$ cat config.mk
export PLATFORM = sky130hd
export DESIGN_NAME = writeback_unit
export DESIGN_NICKNAME = d
export VERILOG_FILES = /design/src/rtl/writeback_unit.sv
export SDC_FILE = /design/constraint.sdc
export NUM_CORES = 1
export LEC_CHECK = 0
export BUFFER_PORTS_ARGS = -buffer_cell sky130_fd_sc_hd__clkbuf_2
export CAP_MARGIN = 5
export CORE_UTILIZATION = 40
export CTS_CLUSTER_SIZE = 30
export DETAILED_ROUTE_END_ITERATION = 8
export GPL_TIMING_DRIVEN = 0
export HOLD_SLACK_MARGIN = 0.08
export PLACE_DENSITY = 0.59
export SLEW_MARGIN = 20
export SYNTH_ARGS = -nofsm -noshare
export SYNTH_HDL_FRONTEND = slang
export SYNTH_SLANG_ARGS = --single-unit
$ cat constraint.sdc
create_clock -name clock -period 4.8 [get_ports clock]
set_input_delay 1.2 -clock clock [delete_from_list [all_inputs] [get_ports clock]]
set_output_delay 1.2 -clock clock [all_outputs]
set_load 0.02 [all_outputs]
$ cat src/rtl/writeback_unit.sv
// rtl/writeback_unit.sv - result FIFO, register-file write port and pending-destination scoreboard
module writeback_unit #(
   parameter int DEPTH      = 4,
   parameter int DATA_WIDTH = 32
) (
   input  logic                  clock,
   input  logic                  resetN,
   input  logic                  aluValid,
   input  logic [4:0]            aluRd,
   input  logic [DATA_WIDTH-1:0] aluData,
   input  logic                  memValid,
   input  logic [4:0]            memRd,
   input  logic [DATA_WIDTH-1:0] memData,
   output logic                  inReady,
   input  logic                  issueValid,
   input  logic [4:0]            issueRd,
   input  logic [4:0]            rs1,
   input  logic [4:0]            rs2,
   output logic                  hazard1,
   output logic                  hazard2,
   output logic                  hazardRd,
   output logic                  regWrite,
   output logic [4:0]            writeRegId,
   output logic [DATA_WIDTH-1:0] writeData,
   output logic                  overflow
);

   localparam int PTR_W = $clog2(DEPTH);
   localparam int CNT_W = PTR_W + 1;

   logic [4:0]            rd_mem_q   [DEPTH];
   logic [4:0]            rd_mem_d   [DEPTH];
   logic [DATA_WIDTH-1:0] data_mem_q [DEPTH];
   logic [DATA_WIDTH-1:0] data_mem_d [DEPTH];
   logic [PTR_W-1:0]      wr_ptr_q, wr_ptr_d;
   logic [PTR_W-1:0]      rd_ptr_q, rd_ptr_d;
   logic [CNT_W-1:0]      count_q, count_d;
   logic                  reg_write_q, reg_write_d;
   logic [4:0]            write_reg_id_q, write_reg_id_d;
   logic [DATA_WIDTH-1:0] write_data_q, write_data_d;
   logic                  overflow_q, overflow_d;
   logic [31:0]           pending_q, pending_d;

   logic                  push_alu, push_mem, pop;
   logic                  accept_alu, accept_mem;
   logic [CNT_W:0]        free_slots;
   logic [PTR_W-1:0]      mem_slot;

   // Admission: a slot vacated by this edge's pop can be refilled on the same edge.
   always_comb begin
      push_alu   = aluValid && (aluRd != 5'd0);
      push_mem   = memValid && (memRd != 5'd0);
      pop        = (count_q != '0);
      free_slots = (CNT_W+1)'(DEPTH) - {1'b0, count_q} + {{CNT_W{1'b0}}, pop};
      accept_alu = push_alu && (free_slots >= (CNT_W+1)'(1));
      accept_mem = push_mem && (free_slots >= (accept_alu ? (CNT_W+1)'(2) : (CNT_W+1)'(1)));
      mem_slot   = accept_alu ? wr_ptr_q + PTR_W'(1) : wr_ptr_q;
   end

   // FIFO storage, pointers, occupancy and the sticky drop flag.
   always_comb begin
      rd_mem_d   = rd_mem_q;
      data_mem_d = data_mem_q;
      if (accept_alu) begin
         rd_mem_d[wr_ptr_q]   = aluRd;
         data_mem_d[wr_ptr_q] = aluData;
      end
      if (accept_mem) begin
         rd_mem_d[mem_slot]   = memRd;
         data_mem_d[mem_slot] = memData;
      end
      wr_ptr_d   = wr_ptr_q + PTR_W'(accept_alu) + PTR_W'(accept_mem);
      rd_ptr_d   = rd_ptr_q + PTR_W'(pop);
      count_d    = count_q + CNT_W'(accept_alu) + CNT_W'(accept_mem) - CNT_W'(pop);
      overflow_d = overflow_q || (push_alu && !accept_alu) || (push_mem && !accept_mem);
   end

   // Register-file write port: pop the head each edge, hold address/data when idle.
   always_comb begin
      reg_write_d    = pop;
      write_reg_id_d = write_reg_id_q;
      write_data_d   = write_data_q;
      if (pop) begin
         write_reg_id_d = rd_mem_q[rd_ptr_q];
         write_data_d   = data_mem_q[rd_ptr_q];
      end
   end

   // Scoreboard: clear on commit, then set on issue so a same-edge set wins.
   always_comb begin
      pending_d = pending_q;
      if (reg_write_q) begin
         pending_d[write_reg_id_q] = 1'b0;
      end
      if (issueValid && (issueRd != 5'd0)) begin
         pending_d[issueRd] = 1'b1;
      end
      pending_d[0] = 1'b0;
   end

   // State registers with asynchronous active-low clear.
   always_ff @(posedge clock or negedge resetN) begin
      if (!resetN) begin
         for (int i = 0; i < DEPTH; i++) begin
            rd_mem_q[i]   <= '0;
            data_mem_q[i] <= '0;
         end
         wr_ptr_q       <= '0;
         rd_ptr_q       <= '0;
         count_q        <= '0;
         reg_write_q    <= 1'b0;
         write_reg_id_q <= '0;
         write_data_q   <= '0;
         overflow_q     <= 1'b0;
         pending_q      <= '0;
      end else begin
         rd_mem_q       <= rd_mem_d;
         data_mem_q     <= data_mem_d;
         wr_ptr_q       <= wr_ptr_d;
         rd_ptr_q       <= rd_ptr_d;
         count_q        <= count_d;
         reg_write_q    <= reg_write_d;
         write_reg_id_q <= write_reg_id_d;
         write_data_q   <= write_data_d;
         overflow_q     <= overflow_d;
         pending_q      <= pending_d;
      end
   end

   assign inReady    = (count_q <= CNT_W'(DEPTH - 2));
   assign hazard1    = pending_q[rs1];
   assign hazard2    = pending_q[rs2];
   assign hazardRd   = pending_q[issueRd];
   assign regWrite   = reg_write_q;
   assign writeRegId = write_reg_id_q;
   assign writeData  = write_data_q;
   assign overflow   = overflow_q;

endmodule

==> results, run 1 <==
- Input and output buffers added on the ports amount to 130.
- The slack of the critical path is around 0.35 ns.
- Timing would allow up to roughly 220 MHz.
- In this run the static leakage power is 6.45 nW.
- The number of distinct library cells after synthesis is 53.
- By instance count, the cell type seen most on the critical path is mux4_2.
- The routed via count is between 8,000 and 9,000.
- The initial antenna violation count is 0.
- For this block, the initial DRC count from the detailed router was ~420.
- The most frequently used flop master after synthesis is dfrtp_1.
- Measured along the y axis, the die boundary spans approximately 180 um.
- Clock tree synthesis found a total of roughly 230 sinks.
- The run finished with clean final reports.
- The total routed wirelength is between 30 and 40 mm.
- Setup violations remaining at the end of the flow were counted as 0.
- dfrtp_1 takes more of the synthesized area than any other cell.
- The final max-slew violation count was 0.
- The worst voltage drop across the vdd grid is 453 uV.
- The fill cell instance count of the final layout is roughly 2,800.
- In the routed design, unresolved DRC markers number 0.
- dfrtp_1 is the most common cell in the netlist.
- The count of pins on the block boundary is around 140.
- Setup repair after global routing left no endpoint under its margin.
- The accumulated negative setup slack is 0 ns.
- The number of cells traversed by the worst register-to-register path is 18.
- The number of synthesis warnings is 0.
- The overall power after layout is between 10 and 15 mW.
- The final layout contains approximately 1,200 nets.
- The relative slew slack is ~36%.
- After global routing the overflow that remains totals 0.
- The number of stages on the worst hold path is 2.
- The maximum number of pins on one net before global-route repair is 87.
- Clock latency on the worst-skew pair, taken at its later pin, is ~0.55 ns.
- The post-place setup slack is -0.521 ns.
- The initial cell density of the core is about two fifths.
- In the post-synthesis netlist, the biggest area contributors are dfrtp_1 (46%), mux2_2 (14%), mux4_2 (11%).
- The area of the placeable core is about 0.03 sq mm.
- The die outline width is about 180 um.
- The share of final-layout standard cells stronger than drive strength 1 is between 40% and 50%.
- The worst path uses 92.7% of the clock period.
- The type of destination of the critical path is an output pin.
- The average instance area after synthesis is 13.1 sq um.
- The post-detailed-route wirelength per cell is 20.6 um.
- After technology mapping, the gate count stands at approximately 930.
- Summing the sequential cell areas from Yosys gives 46.3% of the chip area.
- The areal power density over the cells is approximately 720 mW/mm^2.
- In this run the deepest clock path goes through 3 buffers.
- The growth of design area from synthesis to finish is 16.7%.
- The shortest clock period the worst path allows after layout is about 4.5 ns.
- The post-synthesis instance area is between 0.01 and 0.015 sq mm.
- Walking the worst path, the cells encountered are clkbuf_1 -> mux4_2 -> mux4_2 -> mux2_2 -> clkbuf_2.
- The async set-reset flop share out of synthesis is 100%.
- Sorting the synthesized cells by how often they occur yields dfrtp_1 (225), mux2_2 (152), o21ai_0 (114).
- The clock tree skew after final layout is 0.0201 ns.
- The cell count after placement is 1,453.
- The final-report hold violation count was 0.
- Dividing the detail-routed via count by the number of cells gives 5.52.
- Row generation in the floorplan step produced 63 rows.
- The number of global-route vias before repair is just under 9,000.
- After clock tree synthesis, the clock-pin slew on the worst setup and hold paths is approximately 0.06 ns.
- Yosys mapped a number of flops with a built-in enable equal to 0.
- Along the worst path, the maximum fanout reaches 9.
- For the pin with the worst max-slew slack, the measured transition is between 0.9 and 1 ns.
- The overall die area is between 0.03 and 0.04 sq mm.
- The flip-flop and latch count after synthesis is about 230.
- The tree is rooted in a clkbuf_16.
- The worst setup path is launched from an input port.
- The worst hold slack is slightly below 0.5 ns.
- The share of synthesized area in the top cell type comes to 46.3%.
- The path class of the tightest hold or removal check is reg -> reg.
- Global routing used between 20% and 30% of the available tracks.
- The number of H-tree levels is 1.
- The half-perimeter wire length after placement is roughly 21 mm.
- The first global-routing pass estimated 49.5 mm of wire.
- For the worst setup path, the data arrival time is ~3.3 ns.
- The slowest stage of the critical path belongs to the cell mux4_2.
- TritonCTS built the clock tree.
- The largest single stage delay on the critical path is between 0.6 and 0.7 ns.
- The first TritonRoute pass finished after 5 iterations.
- The tool flagged a number of max-cap violations equal to 0.
- 0 antenna diodes ended up in the layout.
- At the end of routability-driven placement, the weighted congestion stood at around 0.8.
- The post-synthesis net count is approximately 1,000.
- The finished layout holds 1,500 standard cells, fillers aside.
- The required time reported for the critical path endpoint is 3.60 ns.
- The number of nets with antenna violations after detailed routing is 0.
- The type of the worst setup path is in -> out.
- In this run, CTS created clock tree buffers numbering 27.
==> sequential cells by signal (all words and copies together), names as in the netlist <==
signal,flops
regWrite,1
writeData,32
pending_q,31
wr_ptr_q,2
rd_ptr_q,2
overflow,1
rd_mem_q,20
writeRegId,5
count_q,3
data_mem_q,128
==> through the flow <==
step	area, sq um	utilization, %
2_1_floorplan	12200	-
3_3_place_gp	13300	44.7
3_5_place_dp	13400	44.9
4_1_cts	14200	47.6
5_1_grt	14200	47.6
6_report	14200	47.6
==> layer usage <==
| layer | vias to the layer above | share of wire, % | track usage, % |
|---|---|---|---|
| met4 | 0 | 2.0 | 5.24 |
| li1 | 3764 | - | - |
| met3 | 50 | 5.2 | 3.62 |
| met1 | 4237 | 44 | 27.7 |
| met5 | - | 0 | 0 |
| met2 | 223 | 49 | 33.9 |
==> worst max-delay path: cells and delay by family <==
family | cells | cell delay, ns
mux | 3 | 1.37
buf+inv | 2 | 0.67
==> layout make-up <==
cell class	instances	area (sq um)	area share (%)
Buffer	58	347	2.44
Clock buffer	41	758	5.34
Clock inverter	5	40.0	0.282
Inverter	14	52.6	0.370
Multi-Input combinational cell	634	6160	43.4
Sequential cell	225	5630	39.7
Tap cell	390	488	3.44
Timing Repair Buffer	133	722	5.09
==> cells in the final DEF, fill, tap and decap left out, types with 3 or more instances in the layout <==
cell type / instances
dfrtp_1: 225
mux2_2: 152
clkbuf_2: 131
o21ai_0: 114
nand2_1: 83
mux2i_1: 74
mux4_2: 62
mux2_4: 30
clkbuf_1: 28
o21ai_1: 27
clkbuf_16: 27
buf_2: 20
inv_1: 14
ha_1: 12
nand3b_1: 10
mux2_1: 8
nand3_1: 6
buf_4: 6
buf_1: 6
nor2_1: 6
buf_6: 4
or3b_2: 4
clkinv_2: 4
clkbuf_8: 4
nor2_2: 3
nand2b_1: 3
buf_12: 3
nor2b_1: 3
fa_1: 3
==> kinds of logic after synthesis <==
| logic type | share of synthesized area (%) |
|---|---|
| XOR/XNOR | 0.216 |
| multiplexers | 36.1 |
| adder cells (fa/ha/maj) | 1.73 |
| buffers and inverters | 3.25 |
| flip-flops | 46.3 |
| AND/OR/NAND/NOR | 5.61 |
| AO/OA/AOI/OAI | 6.86 |
==> path summary, 6_finish.rpt <==
check	startpoint	endpoint	slack [ns]
worst max-delay path	rs2[0]	hazard2	0.35
worst min-delay path	overflow	overflow	0.48
worst max register to register	count_q[2]	data_mem_q[76]	0.49
worst min register to register	overflow	overflow	0.48
max in group asynchronous	resetN	data_mem_q[119]	2.90
min in group asynchronous	resetN	pending_q[10]	0.64
==> power by group <==
group          internal [mW]  leakage (nW)  switching, mW
Combinational           2.62          3.38           2.24
Clock                   1.08         0.393          0.788
Sequential              2.91          2.68          0.571
==> repair_timing <==
item,in CTS,in global routing
gates resized for setup,3,2
pin swaps,0,1
endpoints found under the hold margin,0,0
hold buffers,0,0
endpoints found under the setup margin,136,136
buffers inserted,0,1
Note: power is estimated with default switching activity, not from simulation.
==> run 2: changes to the inputs <==
Settings changed: CORE_UTILIZATION 40 to 55, CTS_CLUSTER_DIAMETER set to 30, PLACE_DENSITY 0.59 to 0.77, REMOVE_ABC_BUFFERS set to 1.
==> run 2 against run 1 <==
  * Cell count down 6.6%
  * Clock power up 84%
  * Critical path depth up 15
  * Worst hold slack better by 0.0065 ns
  * Clock-buffer cell count up 24
  * Via count up 0.50%
  * Global-route usage up 6.3 points
  * First-iteration DRC count up 4.5%
  * Clock skew up 0.0096 ns
  * Setup slack better by 0.046 ns
  * Sequential power up 3%
  * Non-clock buffer count down 33
==> results, run 2 (synthesis results as in run 1) <==
- The cts-stage hold buffer count is 0 (unchanged).
- In this run the most critical hold path is launched from overflow.
- The total clock buffers created by CTS is 48 (+78%).
- The number of stages on the worst hold path was 2 (unchanged).
- The worst voltage drop across the vdd grid is 439 uV (-3.1%).
- The worst setup path is captured at a flop.
- The total inserted antenna cells was 0 (unchanged).
- The clock tree skew after final layout is 0.0297 ns (+0.00956 ns).
- The library cell used most frequently in the layout, excluding fill and tap cells, is dfrtp_1.
- The required time reported for the critical path endpoint is 5.21 ns (+1.61 ns).
- The total routed wirelength is 29.2 mm (-5.7%).
- The final max-slew violation count is 0 (unchanged).
- The final setup violation count is 0 (unchanged).
- The family with the most delay on the worst path is simple AND/OR/NAND/NOR gates.
- The maximum number of pins on one net before global-route repair came to 84 (-3.4%).
- The number of violations of the max-capacitance limit is 0 (unchanged).
- The worst register-to-register path begins at count_q[1].
- The number of input and output port buffers inserted was 136 (+4.6%).
- Setup repair after global routing left no endpoint under its margin.
- The arrival time at the worst endpoint was 4.82 ns (+1.57 ns).
- The average via count per standard cell came to 5.94 (+7.6%).
- The number of cell rows is 54 (-14%).
- The relative slew slack is 42.5% (+6.4 points).
- The worst hold slack is 0.487 ns (+0.00652 ns).
- The number of H-tree levels came to 2 (+1).
- The worst path buffer plus inverter count is 7 (+5).
- The master cell of the clock root buffer is clkbuf_16.
- The type of the worst setup path is reg -> reg.
- The path class of the tightest hold or removal check is reg -> reg.
- The maximum clock path buffer count was 3 (unchanged).
- The overall power after layout came to 11.8 mW (+15%).
- The areal power density over the cells is 792 mW/mm^2 (+9.9%).
- Counting flops per register, the top entry is data_mem_q.
- The fill cell instance count of the final layout is 1,514 (-45%).
- The number of design rule violations left after detail routing is 0 (unchanged).
- The die outline width is 151 um (-15%).
- The share of final-layout standard cells stronger than drive strength 1 is 45.5% (+3.1 points).
- The stage delay of the slowest cell on the critical path is 0.47 ns (-0.15 ns).
- The post-route non-filler standard cell count is 1,401 (-6.6%).
- The post-place setup slack was -0.447 ns (+0.0736 ns).
- The cell count after placement is 1,307 (-10%).
- The leakage power is 6.85 nW (+6.2%).
- The die height is 151 um (-15%).
- TritonCTS built the clock tree.
- The number of DRC violations after detailed-routing iteration 0 came to 442 (+4.5%).
- The number of nets with antenna violations after detailed routing is 0 (unchanged).
- The overall die area came to 0.0227 sq mm (-27%).
- The worst-margin pin slew is 0.863 ns (-0.0965 ns).
- The routed via count is 8,315 (+0.50%).
- The endpoint with the worst hold slack is overflow.
- The post-detailed-route wirelength per cell came to 20.8 um (+0.91%).
- The cell type of the slowest stage on the worst timing path is a211oi_2.
- The number of cells traversed by the worst register-to-register path is 20 (+2).
- The number of global-route vias before repair is 8,736 (+1.0%).
- Leaving out fill and tap cells, the most frequent cells in the layout are dfrtp_1 (223), mux2_2 (152), clkbuf_2 (135).
- The global route total overflow came to 0 (unchanged).
- The worst reg2reg path endpoint is data_mem_q[39].
- The final-report hold violation count was 0 (unchanged).
- The total iterations of the first detailed-routing run came to 5 (unchanged).
- Traced cell by cell, the critical path runs through nor3_4 -> buf_6 -> ha_1 -> inv_1 -> ha_1 -> or2_2 -> a211oi_2 -> nor2_4 -> inv_1 -> ha_1 -> nand2b_1 -> a221oi_1 -> nor2_2 -> inv_1 -> a2111oi_4 -> buf_4 -> buf_4 -> buf_4 -> nand2_1 -> o21ai_0.
- The insertion delay to the later sink of the worst-skew pair is 0.53 ns (-0.02 ns).
- The number of nets in the layout is 1,190 (-1.0%).
- The half-perimeter wire length after placement was 18.0 mm (-15%).
- The worst setup slack for register-to-register paths is 0.39 ns (-0.10 ns).
- The final critical-path share of the clock period is 91.8% (-0.95 points).
- The initial cell density of the core is 55.9% (+15 points).
- The routability congestion estimate from global placement is 0.842 (+5.5%).
- The count of pins on the block boundary is 137 (unchanged).
- The flip-flop count of the largest register after layout was 128 (unchanged).
- The shortest clock period the worst path allows after layout is 4.41 ns (-0.0455 ns).
- Compared with the post-synthesis result, the final layout area differs by 22.5%.
- The first-pass GRT wire length is 46.8 mm (-5.5%).
- The run finished with clean final reports.
- The area of the placeable core is 0.0218 sq mm (-27%).
- The nature of the critical path startpoint is a flop.
- The maximum fanout along the worst path was 14 (+5).
- The slack of the critical path is 0.395 ns (+0.0455 ns).
- The total routing resource utilization after global routing is 26.8% (+6.3 points).
- The upper clock frequency limit is 227 MHz (+1.0%).
- The initial antenna violation count is 0 (unchanged).
- The clock-pin slew on the worst setup and hold paths is 0.04 ns (-0.02 ns).
- The total number of clock tree sinks is 225 (unchanged).
## run 2: cell count changes in the layout (fill, tap and decap cells not counted), sizes merged
cell      before  now
buf           41   22
clkbuf       191  201
bufinv         0    8
clkinvlp       0    7
clkinv         4    8
inv           15   16
## run 2: layout make-up
cell class                 count  area [sq um]  share of cell area [%]
clock buffer                  65          1360                    9.10
clock inverter                25           358                    2.40
inverter                      14          52.6                   0.353
multi-input combinational    634          6200                    41.6
sequential                   225          5640                    37.8
tap                          280           350                    2.35
timing repair buffer         158           950                    6.37
## run 2: power by group
| part | internal (mW) | switching (mW) |
|---|---|---|
| logic | 2.62 | 2.13 |
| clock network | 2.40 | 1.05 |
| registers | 2.92 | 0.677 |
## run 2: worst max path at each step
stage	slack (ns)	cells past startpoint	from	end
2_1_floorplan	-4.91	15	count_q[2]	data_mem_q[0]
3_3_place_gp	-10.58	15	count_q[0]	data_mem_q[31]
3_5_place_dp	-0.45	18	count_q[2]	data_mem_q[44]
4_1_cts	0.12	20	count_q[2]	data_mem_q[13]
5_1_grt	0.03	20	count_q[1]	data_mem_q[13]
6_report	0.39	20	count_q[1]	data_mem_q[39]
## run 2: metal layers
layer  GRT usage [%]  wire length (um)
met5               0                 0
met2            44.3             14300
met3            6.58              1980
met4            9.40               726
met1            34.4             12100
## run 2: timing repair
item / 4_1_cts / 5_1_grt
gates resized for setup: 2 / 1
endpoints found under the hold margin: 0 / 0
setup endpoints to repair: 125 / 132
buffers inserted: 3 / 1
pin swaps: 1 / 1
## run 2: worst min-delay path, cell delays in order (launching register included)
cell	delay, ns
dfrtp_1	0.34
nor2_1	0.05
o21ai_0	0.06
## run 2: metrics by stage
stage / TNS, ns / instance area, sq um / utilization, %
after floorplan: -469.04 / 11800 / -
after global placement: -1646.43 / 12900 / 59.1
after detailed placement: -17.38 / 13100 / 60.4
after CTS: 0 / 14900 / 68.4
after global routing: 0 / 14900 / 68.5
final: 0 / 14900 / 68.5
==> run 3: changes to the inputs <==
Settings changed: RECOVER_POWER set to 50.
==> run 3 against run 2 <==
  * The flow now finishes with violations (max-capacitance violations, max-slew violations)
  * First-iteration DRC count grew 0.90%
  * Worst hold slack did not move
  * Clock power barely moved
  * Sequential share of layout area about the same
  * Critical path depth stayed put
  * Combinational power about the same
  * Largest cell class unchanged
==> results, run 3 (synthesis results as in run 1) <==
- The flow ran to the end, but the final reports show violations.
- The checks that failed: max-capacitance violations, max-slew violations.
- The total iterations of the first detailed-routing run is 6 (+1).
- The maximum fanout along the worst path came to 14 (unchanged).
- The number of input and output port buffers inserted is 136 (unchanged).
- The global route total overflow is 0 (unchanged).
- The arrival time at the worst endpoint came to 4.82 ns (about the same).
- The worst voltage drop across the vdd grid is 439 uV (about the same).
- The first-pass GRT wire length is 46.8 mm (unchanged).
- The growth of design area from synthesis to finish is 22.3%.
- The type of destination of the critical path is a flop.
- The share of final-layout standard cells stronger than drive strength 1 was 45.0% (-0.54 points).
- TritonCTS built the clock tree.
- The average via count per standard cell is 5.94 (about the same).
- The overall die area is 0.0227 sq mm (unchanged).
- Traced cell by cell, the critical path runs through nor3_4 -> buf_6 -> ha_1 -> inv_1 -> ha_1 -> or2_2 -> a211oi_2 -> nor2_4 -> inv_1 -> ha_1 -> nand2b_1 -> a221oi_1 -> nor2_2 -> inv_1 -> a2111oi_4 -> buf_4 -> buf_4 -> buf_4 -> nand2_1 -> o21ai_0.
- The post-place setup slack was -0.447 ns (unchanged).
- The slack of the critical path is 0.397 ns (+0.00272 ns).
- The stage delay of the slowest cell on the critical path is 0.47 ns (about the same).
- The cell count after placement is 1,307 (unchanged).
- The clock-pin slew on the worst setup and hold paths is 0.04 ns (about the same).
- The slowest stage of the critical path belongs to the cell a211oi_2.
- The nature of the critical path startpoint is a flop.
- The number of nets in the layout is 1,190 (unchanged).
- Leaving out fill and tap cells, the most frequent cells in the layout are dfrtp_1 (224), mux2_2 (152), clkbuf_2 (134).
- The initial antenna violation count came to 0 (unchanged).
- The flip-flop count of the largest register after layout was 128 (unchanged).
- The final max-slew violation count is 62 (+62).
- The half-perimeter wire length after placement was 18.0 mm (unchanged).
- The root buffer cell chosen for the clock tree is clkbuf_16.
- The leakage power is 6.83 nW (-0.30%).
- The clock tree skew after final layout came to 0.0297 ns (+0.00000760 ns).
- The switching part of the total came to 32.8% (+0.046 points).
- The internal power is 7.93 mW (-0.14%).
- The total number of clock tree sinks is 225 (unchanged).
- The required time reported for the critical path endpoint is 5.21 ns (about the same).
- The proportion of power drawn by the clock network is 29.3% (about the same).
- The routability congestion estimate from global placement came to 0.842 (unchanged).
- Leaving out fill and tap cells, the most frequent cell in the layout is dfrtp_1.
- The switching component of the power came to 3.86 mW (about the same).
- The areal power density over the cells is 792 mW/mm^2 (+0.11%).
- Setup repair after global routing left no endpoint under its margin.
- The number of cell rows is 54 (unchanged).
- The number of H-tree levels was 2 (unchanged).
- The tightest min-delay check is of the reg -> reg type.
- The cts-stage hold buffer count is 0 (unchanged).
- The fill cell instance count of the final layout is 1,522 (+0.53%).
- The total clock buffers created by CTS is 48 (unchanged).
- The upper clock frequency limit came to 227 MHz (about the same).
- The number of design rule violations left after detail routing is 0 (unchanged).
- The number of nets with antenna violations after detailed routing is 0 (unchanged).
- The total routing resource utilization after global routing is 26.8% (unchanged).
- The maximum number of pins on one net before global-route repair is 84 (unchanged).
- The relative slew slack is -147% (-190 points).
- data_mem_q holds more flip-flops than any other register.
- The maximum clock path buffer count was 3 (unchanged).
- The post-route non-filler standard cell count was 1,401 (unchanged).
- The type of the worst setup path is reg -> reg.
- The number of DRC violations after detailed-routing iteration 0 is 446 (+0.90%).
- The shortest clock period the worst path allows after layout was 4.40 ns (-0.00272 ns).
- The insertion delay to the later sink of the worst-skew pair was 0.53 ns (about the same).
- The number of violations of the max-capacitance limit came to 1 (+1).
- The share of the core filled with cells is 68.4% (-0.12 points).
- The overall power after layout is 11.8 mW (about the same).
- The total inserted antenna cells was 0 (unchanged).
- The post-detailed-route wirelength per cell was 20.8 um (about the same).
- The count of pins on the block boundary is 137 (unchanged).
- The fraction of power consumed by combinational cells came to 40.3% (about the same).
- The die height is 151 um (unchanged).
- The final critical-path share of the clock period is 91.7% (about the same).
- The die outline width is 151 um (unchanged).
- The fraction of power consumed by sequential logic is 30.5% (about the same).
- The number of global-route vias before repair came to 8,736 (unchanged).
- The total routed wirelength is 29.2 mm (about the same).
- The final-report hold violation count is 0 (unchanged).
- The routed via count is 8,317 (+0.024%).
- The initial cell density of the core is 55.9% (unchanged).
- The final setup violation count is 0 (unchanged).
- The worst-margin pin slew is 3.70 ns (+2.84 ns).
- The area of the placeable core is 0.0218 sq mm (unchanged).
-- run 3: metal layers --
metal  wire length, um  global-route usage (%)  part of all wire (%)  up-vias
li1                  -                       -                     -     3764
met3              2040                    6.58                   7.0       57
met5                 0                       0                     0        -
met2             14400                    44.3                    49      283
met1             12100                    34.4                    41     4213
met4               716                    9.40                   2.5        0
-- run 3: repair_timing --
action                     in CTS  in global routing
setup endpoints to repair     125                132
pin swaps                       1                  1
setup buffers                   3                  1
resized for setup               2                  1
-- run 3: worst paths after layout --
check	slack, ns	to	start	cells after the start
min in group asynchronous	1.97	pending_q[1]	resetN	1
worst max register to register	0.40	data_mem_q[39]	count_q[1]	20
max in group asynchronous	0.77	pending_q[17]	resetN	1
worst min-delay path	0.49	overflow	overflow	2
worst min register to register	0.49	overflow	overflow	2
worst max-delay path	0.40	data_mem_q[39]	count_q[1]	20
-- run 3: area by class of cell --
| type | count | area, sq um | area share [%] |
|---|---|---|---|
| well taps | 280 | 350 | 2.35 |
| multi-input cells | 634 | 6200 | 41.7 |
| flip-flops and latches | 225 | 5630 | 37.9 |
| clock inverters | 25 | 358 | 2.41 |
| inverters | 14 | 52.6 | 0.353 |
| repair buffers | 158 | 927 | 6.23 |
| clock buffers | 65 | 1360 | 9.12 |
-- run 3: through the flow --
step | area (sq um) | setup TNS, ns | hold slack, ns
after floorplan | 11800 | -469.04 | 0.498
after global placement | 12900 | -1646.43 | 0.466
after detailed placement | 13100 | -17.38 | 0.479
after CTS | 14900 | 0 | 0.487
after global routing | 14900 | 0 | 0.510
final | 14900 | 0 | 0.487
-- run 3: critical path: cells and delay by family, from the launching register on --
| family | cells | cell delay, ns |
|---|---|---|
| AO/OA/AOI/OAI | 4 | 1.03 |
| adder cells (fa/ha/maj) | 3 | 0.48 |
| buffers and inverters | 7 | 1.17 |
| flip-flops | 1 | 0.41 |
| AND/OR/NAND/NOR | 6 | 1.21 |
-- run 3: power groups by stage --
stage          logic, mW  clock network [mW]  registers [mW]
6_report            4.75                3.45            3.59
5_1_grt             5.13                3.58            3.72
4_1_cts             4.77                3.49            3.59
3_5_place_dp        4.71                   0            3.60
3_3_place_gp        4.39                   0            3.66
2_1_floorplan       3.33                   0            3.65
